$ cat src/rtl/if_fetch_unit.sv
// Instruction-fetch stage: PC, in-order imem requests, fetch queue feeding IF/ID.
// Optional performance counters are enabled with IF_FETCH_PERF_CNT_EN.
module if_fetch_unit #(
    parameter logic [31:0] RESET_PC = 32'h0000_0000,
    parameter int unsigned FQ_DEPTH = 2
) (
    input  logic        clk,
    input  logic        rst_n,
    output logic        imem_req_valid,
    input  logic        imem_req_ready,
    output logic [31:0] imem_req_addr,
    input  logic        imem_rsp_valid,
    input  logic [31:0] imem_rsp_data,
    input  logic        redirect_valid,
    input  logic [31:0] redirect_pc,
    input  logic        stall_d,
    output logic [31:0] instr_f,
    output logic [31:0] pc_plus4_f,
`ifdef IF_FETCH_PERF_CNT_EN
    output logic [31:0] perf_fetched,
    output logic [31:0] perf_redirects,
`endif
    output logic        instr_valid_f
);

    localparam int unsigned PW = $clog2(FQ_DEPTH);
    localparam int unsigned CW = PW + 1;
    localparam logic [CW:0] DepthC = (CW + 1)'(FQ_DEPTH);

    logic [31:0]   pc_q, pc_d;
    logic [31:0]   fq_instr_q [FQ_DEPTH];
    logic [31:0]   fq_pc4_q   [FQ_DEPTH];
    logic [31:0]   tag_q      [FQ_DEPTH];
    logic [PW-1:0] fq_rd_q, fq_rd_d, fq_wr_q, fq_wr_d;
    logic [PW-1:0] tag_rd_q, tag_rd_d, tag_wr_q, tag_wr_d;
    logic [CW-1:0] fq_cnt_q, fq_cnt_d;
    logic [CW-1:0] in_flight_q, in_flight_d;
    logic [CW-1:0] drop_q, drop_d;

    logic          fq_empty, pop, push, hs;
    logic [CW:0]   occupancy;
    logic          unused_redirect_lsb;

    assign unused_redirect_lsb = ^redirect_pc[1:0];

    always_comb begin
        fq_empty = (fq_cnt_q == '0);
        pop      = !fq_empty && !stall_d && !redirect_valid;
        // Counting this cycle's pop keeps 1 instr/cycle without risking overflow.
        occupancy = {1'b0, fq_cnt_q} - {{CW{1'b0}}, pop} + {1'b0, in_flight_q};
        imem_req_valid = rst_n && !redirect_valid && (occupancy < DepthC);
        imem_req_addr  = pc_q;
        hs   = imem_req_valid && imem_req_ready;
        push = imem_rsp_valid && (drop_q == '0) && !redirect_valid;

        instr_valid_f = !fq_empty;
        instr_f       = fq_empty ? 32'h0 : fq_instr_q[fq_rd_q];
        pc_plus4_f    = fq_empty ? 32'h0 : fq_pc4_q[fq_rd_q];
    end

    always_comb begin
        pc_d        = pc_q;
        fq_rd_d     = fq_rd_q;
        fq_wr_d     = fq_wr_q;
        tag_rd_d    = tag_rd_q;
        tag_wr_d    = tag_wr_q;
        fq_cnt_d    = fq_cnt_q;
        in_flight_d = in_flight_q;
        drop_d      = drop_q;
        if (redirect_valid) begin
            pc_d        = {redirect_pc[31:2], 2'b00};
            fq_rd_d     = '0;
            fq_wr_d     = '0;
            tag_rd_d    = '0;
            tag_wr_d    = '0;
            fq_cnt_d    = '0;
            // A response landing this cycle is already gone, so it is not dropped later.
            in_flight_d = in_flight_q - CW'(imem_rsp_valid);
            drop_d      = in_flight_q - CW'(imem_rsp_valid);
        end else begin
            if (hs) begin
                pc_d     = pc_q + 32'd4;
                tag_wr_d = tag_wr_q + PW'(1);
            end
            if (imem_rsp_valid) begin
                if (drop_q != '0) begin
                    drop_d = drop_q - CW'(1);
                end else begin
                    fq_wr_d  = fq_wr_q + PW'(1);
                    tag_rd_d = tag_rd_q + PW'(1);
                end
            end
            if (pop) begin
                fq_rd_d = fq_rd_q + PW'(1);
            end
            in_flight_d = in_flight_q + CW'(hs) - CW'(imem_rsp_valid);
            fq_cnt_d    = fq_cnt_q + CW'(push) - CW'(pop);
        end
    end

    always_ff @(posedge clk) begin
        if (!rst_n) begin
            pc_q        <= RESET_PC;
            fq_rd_q     <= '0;
            fq_wr_q     <= '0;
            tag_rd_q    <= '0;
            tag_wr_q    <= '0;
            fq_cnt_q    <= '0;
            in_flight_q <= '0;
            drop_q      <= '0;
        end else begin
            pc_q        <= pc_d;
            fq_rd_q     <= fq_rd_d;
            fq_wr_q     <= fq_wr_d;
            tag_rd_q    <= tag_rd_d;
            tag_wr_q    <= tag_wr_d;
            fq_cnt_q    <= fq_cnt_d;
            in_flight_q <= in_flight_d;
            drop_q      <= drop_d;
        end
    end

    // Storage arrays need no reset; the counters above define what is live.
    always_ff @(posedge clk) begin
        if (push) begin
            fq_instr_q[fq_wr_q] <= imem_rsp_data;
            fq_pc4_q[fq_wr_q]   <= tag_q[tag_rd_q];
        end
        if (hs) begin
            tag_q[tag_wr_q] <= pc_q + 32'd4;
        end
    end

`ifdef IF_FETCH_PERF_CNT_EN
    logic [31:0] perf_fetched_q, perf_redirects_q;

    always_ff @(posedge clk) begin
        if (!rst_n) begin
            perf_fetched_q   <= '0;
            perf_redirects_q <= '0;
        end else begin
            if (pop) begin
                perf_fetched_q <= perf_fetched_q + 32'd1;
            end
            if (redirect_valid) begin
                perf_redirects_q <= perf_redirects_q + 32'd1;
            end
        end
    end

    assign perf_fetched   = perf_fetched_q;
    assign perf_redirects = perf_redirects_q;
`endif

endmodule

$ cat config.mk
export PLATFORM = sky130hd
export DESIGN_NAME = if_fetch_unit
export DESIGN_NICKNAME = d
export VERILOG_FILES = /design/src/rtl/if_fetch_unit.sv
export SDC_FILE = /design/constraint.sdc
export NUM_CORES = 1
export LEC_CHECK = 0
export ABC_AREA = 1
export CAP_MARGIN = 20
export CORE_MARGIN = 2
export CORE_UTILIZATION = 53
export DETAILED_ROUTE_END_ITERATION = 10
export PLACE_DENSITY = 0.88
export SETUP_SLACK_MARGIN = 0.1
export SLEW_MARGIN = 0
export SYNTH_ARGS = -nofsm -noshare
export SYNTH_HDL_FRONTEND = slang
export SYNTH_SLANG_ARGS = --single-unit
$ cat constraint.sdc
create_clock -name clk -period 7.5 [get_ports clk]
set_input_delay 0.75 -clock clk [delete_from_list [all_inputs] [get_ports clk]]
set_output_delay 0.75 -clock clk [all_outputs]
set_load 0.005 [all_outputs]
# Word-level counts from Yosys, hierarchy flattened
# Memories as Yosys holds them, arrays and structs flattened. A register that Yosys moved wholly into a read port is not among the register bits.
# Cells that the tools add are included.
dict set report classes {
  addsub 13
  order_cmp 1
  mux 18
  bitwise_logic 2
  reduce_logical 19
}
# op count
set op_table {}
lappend op_table {{$mux 32} 4}
lappend op_table {{$add 32x3->32 const B} 1}
lappend op_table {{$mux 1} 10}
lappend op_table {{$mux 2} 4}
lappend op_table {{$reduce_bool 2->1} 4}
lappend op_table {{$logic_and 1x1->1} 7}
lappend op_table {{$sub 2x1->2} 3}
lappend op_table {{$add 1x1->1 const B} 4}
lappend op_table {{$add 2x1->2} 2}
lappend op_table {{$logic_not 2->1} 2}
lappend op_table {{$reduce_and 2->1} 2}
lappend op_table {{$add 3x2->3} 1}
lappend op_table {{$logic_not 1->1} 3}
lappend op_table {{$lt 3x2->1 const B} 1}
lappend op_table {{$sub 2x1->3} 1}
lappend op_table {{$not 1->1} 2}
lappend op_table {{$reduce_or 2->1} 1}
lappend op_table {{$sub 2x1->2 const B} 1}
dict set report totals {
  regBits 42
  ram_bits 192
  in_bits 70
  out_inout_bits 98
  wordCells 65
  mem_count 3
}
# memory depth width rd rd_ports_with_merged_regs wr line_no
set mem_list {}
lappend mem_list {fq_instr_q 2 32 1 1 1 31} ;# logic [31:0] fq_instr_q [FQ_DEPTH];
lappend mem_list {fq_pc4_q 2 32 1 1 1 32} ;# logic [31:0] fq_pc4_q [FQ_DEPTH];
lappend mem_list {tag_q 2 32 1 1 1 33} ;# logic [31:0] tag_q [FQ_DEPTH];

# Longest topological paths before layout
dict set report depth {
  depth_word 12
  depth_mapped 17
  depth_no_buf 16
}

# Worst setup path after synthesis
# OpenSTA, ideal clock, no wires.
dict set report synth_path {
  path_kind {input port to flip-flop}
  startpoint {input port redirect_valid}
  endpoint {memory fq_instr_q[1][0], enable pin}
  setup_ps 558
  arrival_ps 5389
  required_time_ps 6942
  slack_ps 1553
  cell_stages 3
  n_path_buf 2
  cell_sequence {buf_2 clkbuf_1 nor3_1}
}
dict set report synth_via {
  elab_chain_len 4
}
# item line_no
set synth_rtl {}
lappend synth_rtl {{start, declared} 14} ;# input logic redirect_valid,
lappend synth_rtl {{$logic_not 1->1} 54} ;# push = imem_rsp_valid && (drop_q == '0) && !redirect_valid;
lappend synth_rtl {{$logic_and 1x1->1} 54}
lappend synth_rtl {{$mux 1} 125} ;# if (push) begin
lappend synth_rtl {{$mux 1 (not written as such)} 126} ;# fq_instr_q[fq_wr_q] <= imem_rsp_data;
lappend synth_rtl {{end, declared} 31}
# Every way passes these cells.

# Worst setup path after layout
dict set report layout_path {
  startpoint {input port redirect_valid}
  endpoint {output port imem_req_valid}
}
dict set report layout_via {
  elab_chain_len 6
  word_cells_on_any_way 7
  classes_between {add/sub (2); order compare (1); reduce/logical (4)}
}
# item line_no
set layout_rtl {}
lappend layout_rtl {{$logic_not 1->1 (*)} {48, 51}}
lappend layout_rtl {{$logic_and 1x1->1} 48} ;# pop = !fq_empty && !stall_d && !redirect_valid;
lappend layout_rtl {{$sub 2x1->3} 50} ;# occupancy = {1'b0, fq_cnt_q} - {{CW{1'b0}}, pop} + {1'b0, in_flight_q};
lappend layout_rtl {{$add 3x2->3} 50}
lappend layout_rtl {{$lt 3x2->1} 51} ;# imem_req_valid = rst_n && !redirect_valid && (occupancy < DepthC);
lappend layout_rtl {{$logic_and 1x1->1 (*)} 51}
lappend layout_rtl {{end, declared} 9} ;# output logic imem_req_valid,
# Every way passes the cells marked *; elsewhere a longest branch is shown, timed or not.

==> results list <==
- Hold buffer count at CTS: 0
- Effective utilization at floorplan: 54.1%
- At the later pin of the worst-skew pair, clock insertion delay measures 0.50 ns.
- Measured against its own limit, the worst slew margin works out to 42.9%.
* Die Footprint: about 0.020 mm2
- Average routed wire per standard cell: 16.5 um
- Buffer type at the clock tree root: sky130_fd_sc_hd__clkbuf_16
- Of all nets on the critical path, the largest fanout is 36.
- For the worst setup path, the data arrival time is 3.65 ns.
- Proportion of netlist area held by the largest area contributor: 56.6%
- Setup repair after global routing missed its margin: no
- After the last flow step, the layout net total stands at 1,148.
* Post-Synthesis Mean Instance Area: 10.7 um2
- The finished cells cover 0.0123 mm2.
* H-tree levels: 1
- Floorplan die height: 140 um
- Post-route antenna net violation count: 0
* Summed negative setup slack over all endpoints: 0 ns
- After synthesis the netlist holds a flip-flop and latch count of 226.
- Category of the worst setup path capture point: output pin
* Number of CTS-inserted buffers: 23
- The share of the Yosys chip area taken by registers is 65.3%.
* Overall die width: 140 um
- Pwr dens: 222 mW/mm2
- After clock tree synthesis, the clock-pin slew on the worst setup and hold paths is 0.06 ns.
- Buffer depth of the longest clock path: 3
- Of all flip-flops after synthesis, the portion carrying an async set or reset was 0%.
- Number of clock sinks seen by CTS: 226
- Remaining Overflow, GRT: 0
- In this run the static leakage power is 0.00457 uW.
- Cell with the most instances after synthesis: sky130_fd_sc_hd__nand2_1
- Post-detailed-routing wire length: about 22,000 um
- OpenSTA, run right after detailed placement, puts the worst setup slack at 2.64 ns.
- Initial DRT Pass Iterations: 5
- FP Rows: 49
* Number of port buffers: 161
* Synth-to-Final Area Change: 26.3%
* TritonCTS clock tree: done
- Synthesis produced a netlist whose cell count is 911.
- Worst Slack Setup Final: 3.10 ns
- Setup violations remaining at the end of the flow were counted as 0.
- Highest Clock Rate: 228 MHz
* Cell Area, Placed: ~0.012 mm2
- The smallest clock period supported by the final layout is computed as 4.40 ns.
- Average vias per placed instance: 5.33
* Worst VDD drop: 0.151 mV
- Diode insertion count for antenna repair: 0
* Number of cells upsized or downsized after cts: 0
- Number of top-level design ports: around 170
- Yosys mapped a number of flops with a built-in enable equal to about 180.
- Share of post-route cells with drive strength above 1: 10.7%
- Buffers added to address setup during post-CTS repair amount to 0.
* Cell types occupying the most area after synthesis: sky130_fd_sc_hd__edfxtp_1 57%, sky130_fd_sc_hd__nand2_1 12%, sky130_fd_sc_hd__dfxtp_1 8.6%
* Vias in the first global route: 6,936
- The detailed router placed 7,011 vias in this run.
* Post-Syn Area: 0.00976 mm2
* Endpoint required time on the critical path: 6.75 ns
- Routability-driven placement finished with a final weighted congestion of 0.992.
* Final HPWL DP: 13,900 um
- The number of pins with negative max-slew slack in the final report came to 0.
- First-pass GRT wire length: between 30,000 and 40,000 um
- The commonest cells after synthesis are 302 x sky130_fd_sc_hd__nand2_1, 184 x sky130_fd_sc_hd__edfxtp_1, 87 x sky130_fd_sc_hd__a21oi_1, 60 x sky130_fd_sc_hd__inv_1, 44 x sky130_fd_sc_hd__nor2_1.
* Hold Path Class: flop to flop
- The flow ran to the end, and the final reports show no timing, DRC or antenna violations.
* Worst Reg-to-Reg Cells: 17
- Number of filler cells placed in the layout: 1,295
- DRC marker count from the first detailed-route iteration: between 400 and 500
* Count of yosys warnings during synthesis: 0
- Hold violation count in the final report: 0
- Across the routed clock network, the largest skew measured is 0.0145 ns.
* Post-route clock period utilization: 58.6%
* Final routed DRC violation total: 0
- Entering global routing, the biggest net connects 65 pins.
- Placeable core area: 0.0180 mm2
- Distinct cell type count of the synthesized netlist: 39
* Library cell with the largest summed area after synthesis: sky130_fd_sc_hd__edfxtp_1
* Crit start category: primary input
* Post-synth top flop: sky130_fd_sc_hd__edfxtp_1
- The number of antenna violations at the first check in global routing was 0.
* Number of cells on the worst hold path: 2
* Critical setup path kind: primary input to output pin
- The tool flagged a number of max-cap violations equal to 0.
* Slew of the pin with the lowest slew margin: 0.857 ns
- Global routing used 22.0% of the available tracks across all layers.
flip-flops by register name, summed over array words and instances, names as in the netlist, named ones only:
signal and count:
tag_q 60, fq_wr_q 1, fq_instr_q 64, tag_rd_q 1, fq_pc4_q 60, imem_req_addr 30, fq_cnt_q 2, fq_rd_q 1
drop_q 2, tag_wr_q 1, in_flight_q 2
stage by stage:
stage | cells | utilization, % | total power, uW | hold WS, ns
6_report | 1315 | 68.3 | 2740 | 0.480
2_1_floorplan | 914 | - | 1570 | 0.445
3_5_place_dp | 1273 | 64.2 | 1680 | 0.461
5_1_grt | 1315 | 68.3 | 2830 | 0.537
4_1_cts | 1314 | 68.2 | 2760 | 0.471
3_3_place_gp | 1273 | 64.2 | 1670 | 0.452
layout make-up:
type | count | area (um2) | area share (%)
Clock buffer | 26 | 617 | 5.01
Clock inverter | 15 | 113 | 0.914
Inverter | 68 | 259 | 2.10
Multi-Input combinational cell | 581 | 2980 | 24.2
Sequential cell | 226 | 6370 | 51.7
Tap cell | 229 | 287 | 2.33
Timing Repair Buffer | 170 | 1690 | 13.7
layout by cell type (no fill, tap or decap), types with 2 or more instances in the layout:
master / netlist / routed
sky130_fd_sc_hd__a21oi_1: 87 / 87
sky130_fd_sc_hd__nor3b_1: 3 / 3
sky130_fd_sc_hd__clkinv_2: 1 / 7
sky130_fd_sc_hd__nor2_1: 44 / 40
sky130_fd_sc_hd__clkdlybuf4s50_1: 0 / 161
sky130_fd_sc_hd__xor2_1: 8 / 8
sky130_fd_sc_hd__conb_1: 1 / 4
sky130_fd_sc_hd__nand3b_1: 5 / 5
sky130_fd_sc_hd__nor3_1: 3 / 2
sky130_fd_sc_hd__a31oi_1: 4 / 4
sky130_fd_sc_hd__dfxtp_1: 42 / 41
sky130_fd_sc_hd__clkbuf_8: 0 / 3
sky130_fd_sc_hd__mux2_2: 30 / 30
sky130_fd_sc_hd__nand2_4: 2 / 2
sky130_fd_sc_hd__xor2_2: 4 / 4
sky130_fd_sc_hd__inv_1: 60 / 60
sky130_fd_sc_hd__inv_2: 5 / 5
sky130_fd_sc_hd__nor2_2: 5 / 7
sky130_fd_sc_hd__nand2_2: 4 / 4
sky130_fd_sc_hd__o21ai_0: 11 / 11
sky130_fd_sc_hd__ha_1: 7 / 7
sky130_fd_sc_hd__and2_1: 4 / 4
sky130_fd_sc_hd__buf_4: 7 / 8
sky130_fd_sc_hd__nand2_1: 302 / 302
sky130_fd_sc_hd__clkinv_1: 1 / 4
sky130_fd_sc_hd__clkbuf_16: 0 / 23
sky130_fd_sc_hd__edfxtp_1: 184 / 184
sky130_fd_sc_hd__nor2_8: 2 / 2
sky130_fd_sc_hd__nor2_4: 6 / 8
sky130_fd_sc_hd__nand3_1: 34 / 34
sky130_fd_sc_hd__xnor2_1: 6 / 6
metal layers:
metal,share of wire (%),vias up,GRT usage [%]
met4,1.8,0,5.79
met3,7.5,33,3.10
met2,47,279,37.4
li1,-,3372,-
met5,0,-,0
met1,43,3327,30.2
worst max-delay path, cell delays in order:
cell,delay [ns]
sky130_fd_sc_hd__clkdlybuf4s50_1,0.39
sky130_fd_sc_hd__buf_4,0.26
sky130_fd_sc_hd__nor3_1,0.49
sky130_fd_sc_hd__inv_1,0.14
sky130_fd_sc_hd__nor2_1,0.20
sky130_fd_sc_hd__o21ai_0,0.13
sky130_fd_sc_hd__fa_1,0.49
sky130_fd_sc_hd__inv_1,0.06
sky130_fd_sc_hd__nor2_4,0.11
sky130_fd_sc_hd__nand2_1,0.07
sky130_fd_sc_hd__inv_1,0.06
sky130_fd_sc_hd__clkdlybuf4s50_1,0.48
path summary, 6_finish.rpt:
path | from | to | slack (ns)
max | redirect_valid | imem_req_valid | 3.10
min | fq_wr_q | fq_wr_q | 0.48
max reg2reg | fq_cnt_q[1] | in_flight_q[1] | 3.30
min reg2reg | fq_wr_q | fq_wr_q | 0.48
where the power goes:
group	switching [uW]	internal [uW]
combinational	117	109
sequential	26.1	1400
clock	454	628
kinds of logic (layout without fill, tap and decap cells):
group,count (synthesis),count (layout),share of synthesized area [%]
fa+ha+maj,8,8,1.10
simple gates,416,416,18.2
xor+xnor,18,18,1.92
compound gates,105,105,5.53
buf+inv,107,279,4.53
flops,226,226,65.3
other cells,1,4,0.0384
mux,30,30,3.46
(Power assumes the default switching activity.)
